### config.mk
export PLATFORM = sky130hd
export DESIGN_NAME = sext_align_pipe
export DESIGN_NICKNAME = d
export VERILOG_FILES = /design/src/rtl/sext_align_pipe_pkg.sv /design/src/rtl/sext_align_pipe_zero_run_det.sv /design/src/rtl/sext_align_pipe.sv
export SDC_FILE = /design/constraint.sdc
export NUM_CORES = 1
export LEC_CHECK = 0
export ABC_AREA = 1
export BUFFER_PORTS_ARGS = -buffer_cell sky130_fd_sc_hd__buf_2
export CORE_MARGIN = 3
export CORE_UTILIZATION = 30
export DETAILED_ROUTE_END_ITERATION = 8
export GPL_TIMING_DRIVEN = 0
export RECOVER_POWER = 25
export SLEW_MARGIN = 10
export SYNTH_ARGS = -nofsm -noshare
export SYNTH_HDL_FRONTEND = slang
export SYNTH_SLANG_ARGS = --single-unit
### constraint.sdc
create_clock -name clk -period 1.6 [get_ports clk]
set_clock_uncertainty 0.05 [all_clocks]
set_input_delay 0.08 -clock clk [delete_from_list [all_inputs] [get_ports clk]]
set_output_delay 0.08 -clock clk [all_outputs]
set_load 0.01 [all_outputs]
### src/rtl/sext_align_pipe_pkg.sv
// Shared widths, mode encodings and width-derivation helpers for the sign-extend/align pipeline.
// Pure compile-time content: no latency, no flow control.
package sext_align_pipe_pkg;

    localparam int DEF_IN_W     = 16;
    localparam int DEF_GUARD_W  = 8;
    localparam int DEF_FRAC_W   = 16;
    localparam int DEF_NCH      = 2;
    localparam int DEF_SHIFT_W  = 4;
    localparam int DEF_ZERO_RUN = 800;

    localparam logic MODE_SIGNED   = 1'b0;
    localparam logic MODE_UNSIGNED = 1'b1;

    function automatic int calc_out_w(input int in_w, input int guard_w, input int frac_w);
        return in_w + guard_w + frac_w;
    endfunction

    function automatic int calc_ch_w(input int nch);
        return (nch > 1) ? $clog2(nch) : 1;
    endfunction

endpackage

### src/rtl/sext_align_pipe_zero_run_det.sv
// Per-channel consecutive-zero counter; saturates at ZERO_RUN, flag lags the count by one cycle.
// Updates only on accepted samples for its channel; never stalls anything.
module zero_run_det
    import sext_align_pipe_pkg::*;
#(
    parameter int ZERO_RUN = DEF_ZERO_RUN,
    localparam int CNT_W   = $clog2(ZERO_RUN + 1)
) (
    input  logic clk,
    input  logic reset,
    input  logic hit,
    input  logic is_zero,
    output logic flag
);

    localparam logic [CNT_W-1:0] RUN_MAX = CNT_W'(ZERO_RUN);

    logic [CNT_W-1:0] cnt;

    always_ff @(posedge clk) begin
        if (reset) begin
            cnt  <= '0;
            flag <= 1'b0;
        end else begin
            flag <= (cnt == RUN_MAX);
            if (hit) begin
                if (!is_zero) begin
                    cnt <= '0;
                end else if (cnt != RUN_MAX) begin
                    cnt <= cnt + 1'b1;
                end
            end
        end
    end

endmodule

### src/rtl/sext_align_pipe.sv
// Two-stage sign/zero-extend, fraction-pad and right-shift pipeline with per-channel zero-run flags.
// Latency 2, 1 sample/cycle; valid/ready backpressure propagates combinationally to in_ready.
module sext_align_pipe
    import sext_align_pipe_pkg::*;
#(
    parameter int IN_W     = DEF_IN_W,
    parameter int GUARD_W  = DEF_GUARD_W,
    parameter int FRAC_W   = DEF_FRAC_W,
    parameter int NCH      = DEF_NCH,
    parameter int SHIFT_W  = DEF_SHIFT_W,
    parameter int ZERO_RUN = DEF_ZERO_RUN,
    localparam int OUT_W   = calc_out_w(IN_W, GUARD_W, FRAC_W),
    localparam int CH_W    = calc_ch_w(NCH)
) (
    input  logic               clk,
    input  logic               reset,
    input  logic               in_valid,
    output logic               in_ready,
    input  logic [IN_W-1:0]    in_data,
    input  logic [CH_W-1:0]    in_ch,
    input  logic [SHIFT_W-1:0] in_shift,
    input  logic               in_mode,
    output logic               out_valid,
    input  logic               out_ready,
    output logic [OUT_W-1:0]   out_data,
    output logic [CH_W-1:0]    out_ch,
    output logic [NCH-1:0]     zero_flag
);

    logic               s1_valid;
    logic [OUT_W-1:0]   s1_ext;
    logic [CH_W-1:0]    s1_ch;
    logic [SHIFT_W-1:0] s1_shift;
    logic               s1_mode;

    logic               s2_valid;
    logic [OUT_W-1:0]   s2_data;
    logic [CH_W-1:0]    s2_ch;

    logic s2_adv;
    logic s1_load;
    logic in_xfer;

    assign s2_adv   = !s2_valid || out_ready;
    assign s1_load  = !s1_valid || s2_adv;
    assign in_ready = s1_load;
    assign in_xfer  = in_valid && in_ready;

    logic [GUARD_W-1:0] guard;
    logic [OUT_W-1:0]   ext_in;

    assign guard  = (in_mode == MODE_SIGNED) ? {GUARD_W{in_data[IN_W-1]}} : '0;
    assign ext_in = {guard, in_data, {FRAC_W{1'b0}}};

    always_ff @(posedge clk) begin
        if (reset) begin
            s1_valid <= 1'b0;
            s1_ext   <= '0;
            s1_ch    <= '0;
            s1_shift <= '0;
            s1_mode  <= MODE_SIGNED;
        end else if (s1_load) begin
            s1_valid <= in_valid;
            if (in_valid) begin
                s1_ext   <= ext_in;
                s1_ch    <= in_ch;
                s1_shift <= in_shift;
                s1_mode  <= in_mode;
            end
        end
    end

    // Kept as separate signed/unsigned nets so the arithmetic shift is not demoted by mixed-sign context.
    logic signed [OUT_W-1:0] ext_signed;
    logic signed [OUT_W-1:0] arith_sh;
    logic        [OUT_W-1:0] logic_sh;
    logic        [OUT_W-1:0] shifted;

    assign ext_signed = s1_ext;
    assign arith_sh   = ext_signed >>> s1_shift;
    assign logic_sh   = s1_ext >> s1_shift;
    assign shifted    = (s1_mode == MODE_SIGNED) ? arith_sh : logic_sh;

    always_ff @(posedge clk) begin
        if (reset) begin
            s2_valid <= 1'b0;
            s2_data  <= '0;
            s2_ch    <= '0;
        end else if (s2_adv) begin
            s2_valid <= s1_valid;
            if (s1_valid) begin
                s2_data <= shifted;
                s2_ch   <= s1_ch;
            end
        end
    end

    assign out_valid = s2_valid;
    assign out_data  = s2_data;
    assign out_ch    = s2_ch;

    logic in_is_zero;
    assign in_is_zero = (in_data == '0);

    // Channel tags >= NCH match no detector, so they never touch any counter.
    for (genvar c = 0; c < NCH; c++) begin : g_zdet
        logic hit;
        assign hit = in_xfer && (in_ch == CH_W'(c));

        zero_run_det #(
            .ZERO_RUN(ZERO_RUN)
        ) u_zdet (
            .clk    (clk),
            .reset  (reset),
            .hit    (hit),
            .is_zero(in_is_zero),
            .flag   (zero_flag[c])
        );
    end

endmodule

==> results of run 1 <==
==> registers in the layout (all words and copies together) (netlist names) <==
name,count
out_ch,1
g_zdet.u_zdet.flag,2
out_data,39
s1_valid,1
g_zdet.u_zdet.cnt,20
s1_shift,4
s1_ch,1
s1_mode,1
ext_signed,17
out_valid,1
==> critical path, stage by stage (launching register included) <==
cell	delay, ns
dfxtp_2	0.33
inv_2	0.08
ha_4	0.13
nand2_2	0.05
nor2_2	0.12
nand4_2	0.15
nand2_4	0.12
nand2_4	0.07
buf_8	0.14
a21oi_2	0.12
nor2_1	0.05
==> metrics by stage <==
step	TNS [ns]	cells	hold WS [ns]	cell area [um2]	power (mW)
after CTS	0	1006	0.0102	5770	5.61
after global routing	-0.0205	1013	0.0393	5960	5.87
final	0	1013	0.0145	5960	5.62
after global placement	0	971	0.297	5240	3.17
after floorplan	0	719	0.180	4670	2.89
after detailed placement	-0.00244	971	0.303	5240	3.17
==> cell families after synthesis <==
logic type / count (synthesis)
other: 1
and+or+nand+nor: 420
adders and majority gates: 4
AOI/OAI and AO/OA: 118
xor gates and xnor gates: 4
DFF: 87
buffers and inverters: 85
==> layout by cell type (no fill, tap or decap), types with 2 or more instances in the layout <==
cell             n
ha_1             2
nand3_2          5
a22oi_1          4
ha_4             2
xor2_1           2
a21oi_2          9
nor2_1          93
dlygate4sd3_1   18
a21boi_1         2
buf_6            5
clkbuf_2         3
nand3_1         93
buf_1            3
inv_4            3
buf_2           51
buf_4           15
xnor2_1          2
nand4_1          3
a31oi_1          4
o21ai_1          3
dfxtp_2          3
nand2_2          6
inv_1           35
dfxtp_1         82
clkbuf_1        38
clkbuf_16       10
nand3b_1         2
dfxtp_4          2
nand2_4          6
nand2_1        201
o21ai_0         45
inv_2            6
bufinv_16        3
a21oi_1         47
nor2_2           6
==> routing by layer <==
layer,vias up,GRT usage,wire length [um]
met2,169,0.249,6060
met5,-,0,0
met4,0,0.0448,160
met1,2219,0.252,7320
met3,13,0.0402,1070
li1,2554,-,-
==> layout make-up <==
class	count	area share
well taps	184	0.0387
plain buffers	41	0.0441
inverters	44	0.0290
clock buffers	11	0.0391
flip-flops and latches	87	0.294
multi-input cells	547	0.442
clock inverters	5	0.0179
repair buffers	94	0.0947
==> worst min-delay path by stage <==
stage,depth (start not counted),slack [ns],end,startpoint
2_1_floorplan,2,0.18,s1_ch,in_ch
3_3_place_gp,3,0.30,ext_signed[20],in_data[4]
3_5_place_dp,3,0.30,ext_signed[18],in_data[2]
4_1_cts,4,0.01,out_valid,out_ready
5_1_grt,3,0.04,s1_ch,in_ch
6_report,4,0.01,out_valid,out_ready
==> repair_timing <==
| item | CTS | global route |
|---|---|---|
| resized for setup | 0 | 51 |
| cloned | 0 | 2 |
| hold buffers | 18 | 0 |
| endpoints found under the setup margin | 2 | 42 |
| endpoints found under the hold margin | 18 | 0 |
| pin swaps | 1 | 14 |
| setup buffers | 1 | 5 |
==> where the power goes <==
group / total [mW] / leakage, nW / switching, mW / internal [mW]
registers: 2.33 / 0.713 / 0.0725 / 2.26
clock network: 2.41 / 0.160 / 0.883 / 1.53
logic: 0.880 / 1.65 / 0.565 / 0.315
total: 5.62 / 2.52 / 1.52 / 4.10
==> results.yml, run 1 <==
run_status:
  status: "completed"
finish:
  multi_input_comb_area_um2: 2630
  seq_area_um2: 1750
  n_antenna_cell: 0
  final_nets: 854
  drive_above_1_share: 0.175
  area_delta_synth_final_pct: 27.4
  nFillCells: 1607
  final_core_utilization: 0.401
synthesis:
  syn_inst: 719
  synth.area.top_cells: "dfxtp_1, nand2_1, nand3_1"
  yosys-top-cells-count: "nand2_1, nand3_1, nor2_1, dfxtp_1, a21oi_1"
  synth_compound_area_frac: 0.135
  synthDistinctLibCells: 35
  synth-seq-cells: 87
  ys.warnings.count: 0
  yosysTopAreaCellShare: 0.373
  synth_top_family_by_area: "simple AND/OR/NAND/NOR gates"
  syn-num-nets: 749
  ys_seq_area_frac: 0.373
  async_flop_share: 0
  synthXorXnorAreaFrac: 0.00750
  ys.flop_type: "dfxtp_1"
  syn_area_um2: 4670
  muxShareOfSynthArea: 0
  synth_fa_ha_area_frac: 0.0107
  yosys.area_share.simple: 0.385
  yosysTopAreaCell: "dfxtp_1"
  syn-mean-instance-area_um2: 6.50
  yosysMostFrequentCell: "nand2_1"
  synth_edf_count: 0
worst_setup_path:
  crit_arrival_ns: 1.71
  ff2ff_setup_slack_ns: 0.08
  rr_startpoint: "g_zdet[0].u_zdet.cnt[0]"
  cp-startpoint: "g_zdet[0].u_zdet.cnt[0]"
  crit_type: "reg -> reg"
  crit_path_max_fanout: 5
  worstSetupEndpointType: "register"
  reg2regPathDepth: 10
  crit_path_end: "g_zdet[0].u_zdet.cnt[2]"
  worst_r2r_endpoint: "g_zdet[0].u_zdet.cnt[2]"
  cp_data_required_time_ns: 1.79
  start_kind: "register"
timing:
  period_minus_slack_ns: 1.52
  hold_violations: 0
  fin_ws_ns: 0.0836
  post-route-period-util: 0.948
  tightest_slew_ns: 0.681
  fmax_ghz: 0.659
  finalSetupViolCount: 0
  final_max_slew_viol_count: 0
  maxSlewHeadroom: 0.546
floorplanning:
  pin_count: 71
  die_area_um2: 17100
  rows: 44
  die_h_um: 131
  core_um2: 14900
  die_w_um: 131
  start_util: 0.314
placement:
  dp.final_hpwl_um: 10800
  io_buffers: 68
  gp_congestion: 0.908
  post-place-ws_ns: -0.00244
global_routing:
  grt_overflow: 0
  antenna_found_initial: 0
  grt_first_pass_wirelength_um: 22900
  grt_usage: 0.171
  grt_max_degree: 15
  grt_pass1_vias: 4468
worst_hold_path:
  hp-class: "in -> reg"
run:
  drv_cap: 0
route:
  first_pass_iters: 5
  detail_route.iter0.violations: 492
  wl_um: 14600
  vias_per_cell: 4.89
  drc: 0
  num_vias: 4955
  ant_nets: 0
  wl_per_cell_um: 14.4
clock_tree:
  clkLatencyLatePin_ns: 0.34
  cts_root_buf: "clkbuf_16"
  clkSinkCount: 87
  cts_buffers: 9
  cts-htree-levels: 3
  clk_pin_slew_worst_paths_ns: 0.07
  cts_tree: "built"
  max-clock-path-buffers: 2
power:
  power.density_nw_per_um2: 944
  ir_drop_v: 0.000515
  p_leak_nw: 2.52
(Power assumes the default switching activity.)
==> run 2: changes to the inputs <==
- REMOVE_ABC_BUFFERS: default -> 1
==> run 2 against run 1 <==
  * Register-to-register slack hardly changed
  * Die area stayed put
  * Via count is 0.81% lower
  * Sequential power hardly changed
  * Non-clock buffer count is 31 lower
  * Critical endpoint is now g_zdet[1].u_zdet.cnt[8]
  * Design area is 1.9% lower
  * Sequential share of layout area is 0.74 points higher
  * Highest routed layer unchanged
  * Sequential cell count stayed put
  * Final cell count is 2.5% lower
  * Largest cell class unchanged
  * Total power is 2.4% lower
  * Global-route usage is 2.0 points lower
==> results.yml, run 2 (same netlist as run 1, synthesis figures left out) <==
run_status:
  status: "completed"
route:
  vias_per_cell: 4.97
  wl_per_cell_um: 14.0
  detail_route.iter0.violations: 331
  num_vias: 4915
  first_pass_iters: 5
  ant_nets: 0
  drc: 0
  wl_um: 13800
power:
  power.density_nw_per_um2: 940
  power.share.combinational: 0.150
  clockPowerShare: 0.421
  p_int_mw: 4.00
  p_leak_nw: 2.40
  ir_drop_v: 0.000530
  swShare: 0.271
  switchingPower_mw: 1.49
  seq_power_share: 0.430
finish:
  fin_cells: 988
  final_common_cell: "nand2_1"
  final_core_utilization: 0.393
  drive_above_1_share: 0.150
  final_nets: 829
  n_antenna_cell: 0
  final_cell_mix: "nand2_1, nand3_1, nor2_1"
  largest_reg_flops: 39
  nFillCells: 1588
  area_delta_synth_final_pct: 25.0
worst_setup_path:
  worstSetupEndpointType: "register"
  crit_arrival_ns: 1.74
  start_kind: "register"
  cp_data_required_time_ns: 1.82
  cp_slowest_cell: "dfxtp_4"
  crit_family: "simple AND/OR/NAND/NOR gates"
  reg2regPathDepth: 9
  crit_chain: "inv_4 -> ha_4 -> nand2_1 -> nor2_1 -> nand4_1 -> nand2_4 -> buf_6 -> nand3_1 -> a21oi_1"
  crit_path_max_fanout: 5
  path_depth: 9
  crit_type: "reg -> reg"
  crit_buf_inv: 2
  cp_slowest_stage_delay_ns: 0.37
placement:
  dp.final_hpwl_um: 8690
  dp.cells: 931
  post-place-ws_ns: -0.755
  io_buffers: 69
  gp_congestion: 0.845
global_routing:
  grt_first_pass_wirelength_um: 20800
  antenna_found_initial: 0
  grt_overflow: 0
  grt_pass1_vias: 4237
  grt_max_degree: 39
  grt_usage: 0.151
floorplanning:
  core_um2: 14900
  start_util: 0.314
  rows: 44
  pin_count: 71
  die_area_um2: 17100
  die_h_um: 131
  die_w_um: 131
timing:
  post-route-period-util: 0.954
  period_minus_slack_ns: 1.53
  hold_violations: 0
  finalSetupViolCount: 0
  hold_slack_ns: 0.0258
  maxSlewHeadroom: 0.577
  fmax_ghz: 0.655
  grt_setup_unrepaired: "no"
  tightest_slew_ns: 0.635
  final_max_slew_viol_count: 0
  fin_ws_ns: 0.0735
clock_tree:
  clk_pin_slew_worst_paths_ns: 0.06
  cts_root_buf: "clkbuf_16"
  clkLatencyLatePin_ns: 0.34
  cts-htree-levels: 3
  cts_tree: "built"
  cts_buffers: 9
  clkSinkCount: 87
  max-clock-path-buffers: 2
worst_hold_path:
  hold_path_depth: 3
  hp-class: "in -> reg"
run:
  drv_cap: 0
## run 2: cell types whose count changed in the layout (fill, tap and decap cells not counted), sizes merged
| cell | change |
|---|---|
| buf | -24 |
| bufinv | -1 |
| clkbuf | -8 |
| clkinvlp | +5 |
| dlygate4sd3 | +3 |
| inv | -3 |
| nand2 | +2 |
| nor2 | +1 |
## run 2: power groups by stage
| stage | combinational, mW | sequential, mW | clock, mW |
|---|---|---|---|
| floorplan | 0.423 | 2.40 | 0 |
| global placement | 0.681 | 2.40 | 0 |
| detailed placement | 0.683 | 2.40 | 0 |
| CTS | 0.755 | 2.36 | 2.36 |
| global route | 0.924 | 2.37 | 2.44 |
| finish | 0.823 | 2.36 | 2.31 |
## run 2: timing repair
| action | CTS | global route |
|---|---|---|
| hold buffers | 21 | 0 |
| resized for setup | 21 | 35 |
| hold endpoints to repair | 22 | 0 |
| endpoints found under the setup margin | 78 | 76 |
| cloned | 3 | 3 |
| setup buffers | 4 | 10 |
| pin swaps | 2 | 15 |
## run 2: routing by layer
layer | vias up | global-route usage | wire length (um) | share of wire
met1 | 2241 | 0.219 | 6750 | 0.49
met2 | 147 | 0.229 | 6160 | 0.45
met3 | 15 | 0.0321 | 770 | 0.056
met5 | - | 0 | 0 | 0
met4 | 0 | 0.0369 | 150 | 0.011
li1 | 2512 | - | - | -
## run 2: worst min-delay path, cell delays in order
cell and delay [ns]:
buf_2 0.15, nor2_8 0.06, nor2_1 0.09
## run 2: layout make-up
cell class,instances,area (um2),area share
multi-input cells,550,2660,0.456
repair inverters,3,22.5,0.00385
clock inverters,3,65.1,0.0111
flip-flops and latches,87,1760,0.302
well taps,184,230,0.0394
inverters,44,191,0.0328
repair buffers,104,648,0.111
clock buffers,13,260,0.0445
## run 2: path summary, 6_finish.rpt
path	from	to	slack (ns)
setup / recovery	g_zdet[1].u_zdet.cnt[0]	g_zdet[1].u_zdet.cnt[8]	0.07
hold / removal	in_ch	s1_ch	0.03
setup reg to reg	g_zdet[1].u_zdet.cnt[0]	g_zdet[1].u_zdet.cnt[8]	0.07
hold reg to reg	out_data[36]	out_data[36]	0.41
## run 2: metrics by stage
step	total power [mW]	cell area [um2]	setup TNS [ns]
6_report	5.49	5840	0
5_1_grt	5.73	5840	0
4_1_cts	5.48	5660	-0.0982
3_5_place_dp	3.08	5000	-31.89
3_3_place_gp	3.08	5000	-32.00
2_1_floorplan	2.83	4420	-1.46
==> run 3: changes to the inputs <==
==> constraint.sdc (replaced) <==
create_clock -name clk -period 1.6 [get_ports clk]
set_clock_uncertainty 0.05 [all_clocks]
set_input_delay 0.32 -clock clk [delete_from_list [all_inputs] [get_ports clk]]
set_output_delay 0.32 -clock clk [all_outputs]
set_load 0.01 [all_outputs]
==> run 3 against run 2 <==
  * First-iteration DRC count is 0.91% lower
  * Worst setup slack better by 0.030 ns
  * Die area unchanged
  * Total power decreased by 0.88%
  * Via count shrank 2.9%
  * Largest cell class unchanged
  * Final cell count decreased by 1.9%
  * Wire length shrank 3.6%
  * Combinational power down 6.0%
==> results.yml, run 3 (same netlist as run 1, synthesis figures left out) <==
floorplanning:
  start_util: 0.314
  pin_count: 71
  rows: 44
  core_um2: 14900
  die_h_um: 131
  die_area_um2: 17100
  die_w_um: 131
finish:
  fin_area_um2: 5620
  final_cell_mix: "nand2_1, nand3_1, nor2_1"
  largest_reg_flops: 39
  drive_above_1_share: 0.155
  nFillCells: 1607
  n_antenna_cell: 0
  final_common_cell: "nand2_1"
  area_delta_synth_final_pct: 20.3
  fin_cells: 969
  final_nets: 810
worst_setup_path:
  rr_startpoint: "g_zdet[0].u_zdet.cnt[0]"
  cp_slowest_cell: "dfxtp_2"
  crit_type: "reg -> reg"
  crit_chain: "inv_2 -> ha_2 -> nand2_1 -> nor2_2 -> nand4_2 -> nand2_4 -> nand2_8 -> a21oi_2 -> nor2_1"
  reg2regPathDepth: 9
  cp-startpoint: "g_zdet[0].u_zdet.cnt[0]"
  worstSetupEndpointType: "register"
  cp_data_required_time_ns: 1.78
  crit_arrival_ns: 1.68
  start_kind: "register"
  crit_path_max_fanout: 11
  cp_slowest_stage_delay_ns: 0.34
power:
  power.share.combinational: 0.142
  power_mw: 5.44
  clockPowerShare: 0.424
  ir_drop_v: 0.000523
  seq_power_share: 0.434
  p_leak_nw: 2.32
  switchingPower_mw: 1.47
  power.density_nw_per_um2: 968
  p_int_mw: 3.97
  swShare: 0.270
timing:
  hold_violations: 0
  maxSlewHeadroom: 0.624
  grt_setup_unrepaired: "yes"
  final_max_slew_viol_count: 0
  hold_slack_ns: 0.198
  post-route-period-util: 0.935
  fin_ws_ns: 0.103
  period_minus_slack_ns: 1.50
  tightest_slew_ns: 0.564
  finalSetupViolCount: 0
  fmax_ghz: 0.668
clock_tree:
  cts_tree: "built"
  cts-htree-levels: 3
  cts_root_buf: "clkbuf_16"
  max-clock-path-buffers: 2
  clkLatencyLatePin_ns: 0.34
  clkSinkCount: 87
  clk_pin_slew_worst_paths_ns: 0.06
  hold_buffers: 0
  cts_buffers: 9
placement:
  post-place-ws_ns: -0.778
  gp_congestion: 0.845
  dp.cells: 931
  place_area_um2: 5000
  io_buffers: 69
  dp.final_hpwl_um: 8690
route:
  num_vias: 4772
  ant_nets: 0
  wl_um: 13300
  drc: 0
  first_pass_iters: 5
  detail_route.iter0.violations: 328
  vias_per_cell: 4.92
  wl_per_cell_um: 13.8
global_routing:
  antenna_found_initial: 0
  grt_pass1_vias: 4125
  grt_overflow: 0
  grt_first_pass_wirelength_um: 20400
  grt_max_degree: 40
  grt_usage: 0.149
worst_hold_path:
  hp-class: "in -> reg"
  hold_path_depth: 4
  min_from: "in_mode"
run:
  drv_cap: 0
run_status:
  status: "completed"
==> run 3: power by group through the flow <==
stage,clock network (mW),registers (mW),logic [mW]
after floorplan,0,2.40,0.423
after global placement,0,2.40,0.681
after detailed placement,0,2.40,0.683
after CTS,2.36,2.36,0.715
after global routing,2.43,2.38,0.873
final,2.31,2.36,0.774
==> run 3: timing repair <==
item,in CTS,in global routing
resized for setup,21,31
setup endpoints to repair,78,52
cloned,4,2
pin swaps,1,15
buffers inserted,3,13
==> run 3: layout make-up <==
cell class                 count  area, um2  share of cell area
inverter                      44        191              0.0341
multi-input combinational    550       2640               0.469
tap                          184        230              0.0410
sequential                    87       1760               0.313
timing repair inverter         3       22.5             0.00401
timing repair buffer          85        455              0.0810
clock inverter                 3       65.1              0.0116
clock buffer                  13        260              0.0463
==> run 3: worst max-delay path: cells and delay by family (launching register included) <==
kind	cells	cell delay [ns]
and+or+nand+nor	6	0.67
DFF	1	0.34
AOI/OAI and AO/OA	1	0.12
adders and majority gates	1	0.15
buffers and inverters	1	0.06
==> run 3: worst paths after layout <==
check / to / slack [ns]
hold reg to reg: out_data[4] / 0.41
hold / removal: ext_signed[38] / 0.20
setup reg to reg: g_zdet[0].u_zdet.cnt[2] / 0.10
setup / recovery: g_zdet[0].u_zdet.cnt[2] / 0.10
==> run 3: metal layers <==
| layer | part of all wire | vias up | GRT usage |
|---|---|---|---|
| li1 | - | 2461 | - |
| met1 | 0.48 | 2175 | 0.216 |
| met2 | 0.45 | 127 | 0.222 |
| met3 | 0.055 | 9 | 0.0321 |
| met4 | 0.0087 | 0 | 0.0399 |
| met5 | 0 | - | 0 |
==> run 3: stage by stage <==
step                      utilization  setup TNS (ns)
final                           0.378               0
after global routing            0.378         -0.0101
after CTS                       0.366          -0.297
after detailed placement        0.336          -46.35
after global placement          0.336          -46.42
after floorplan                     -           -1.46
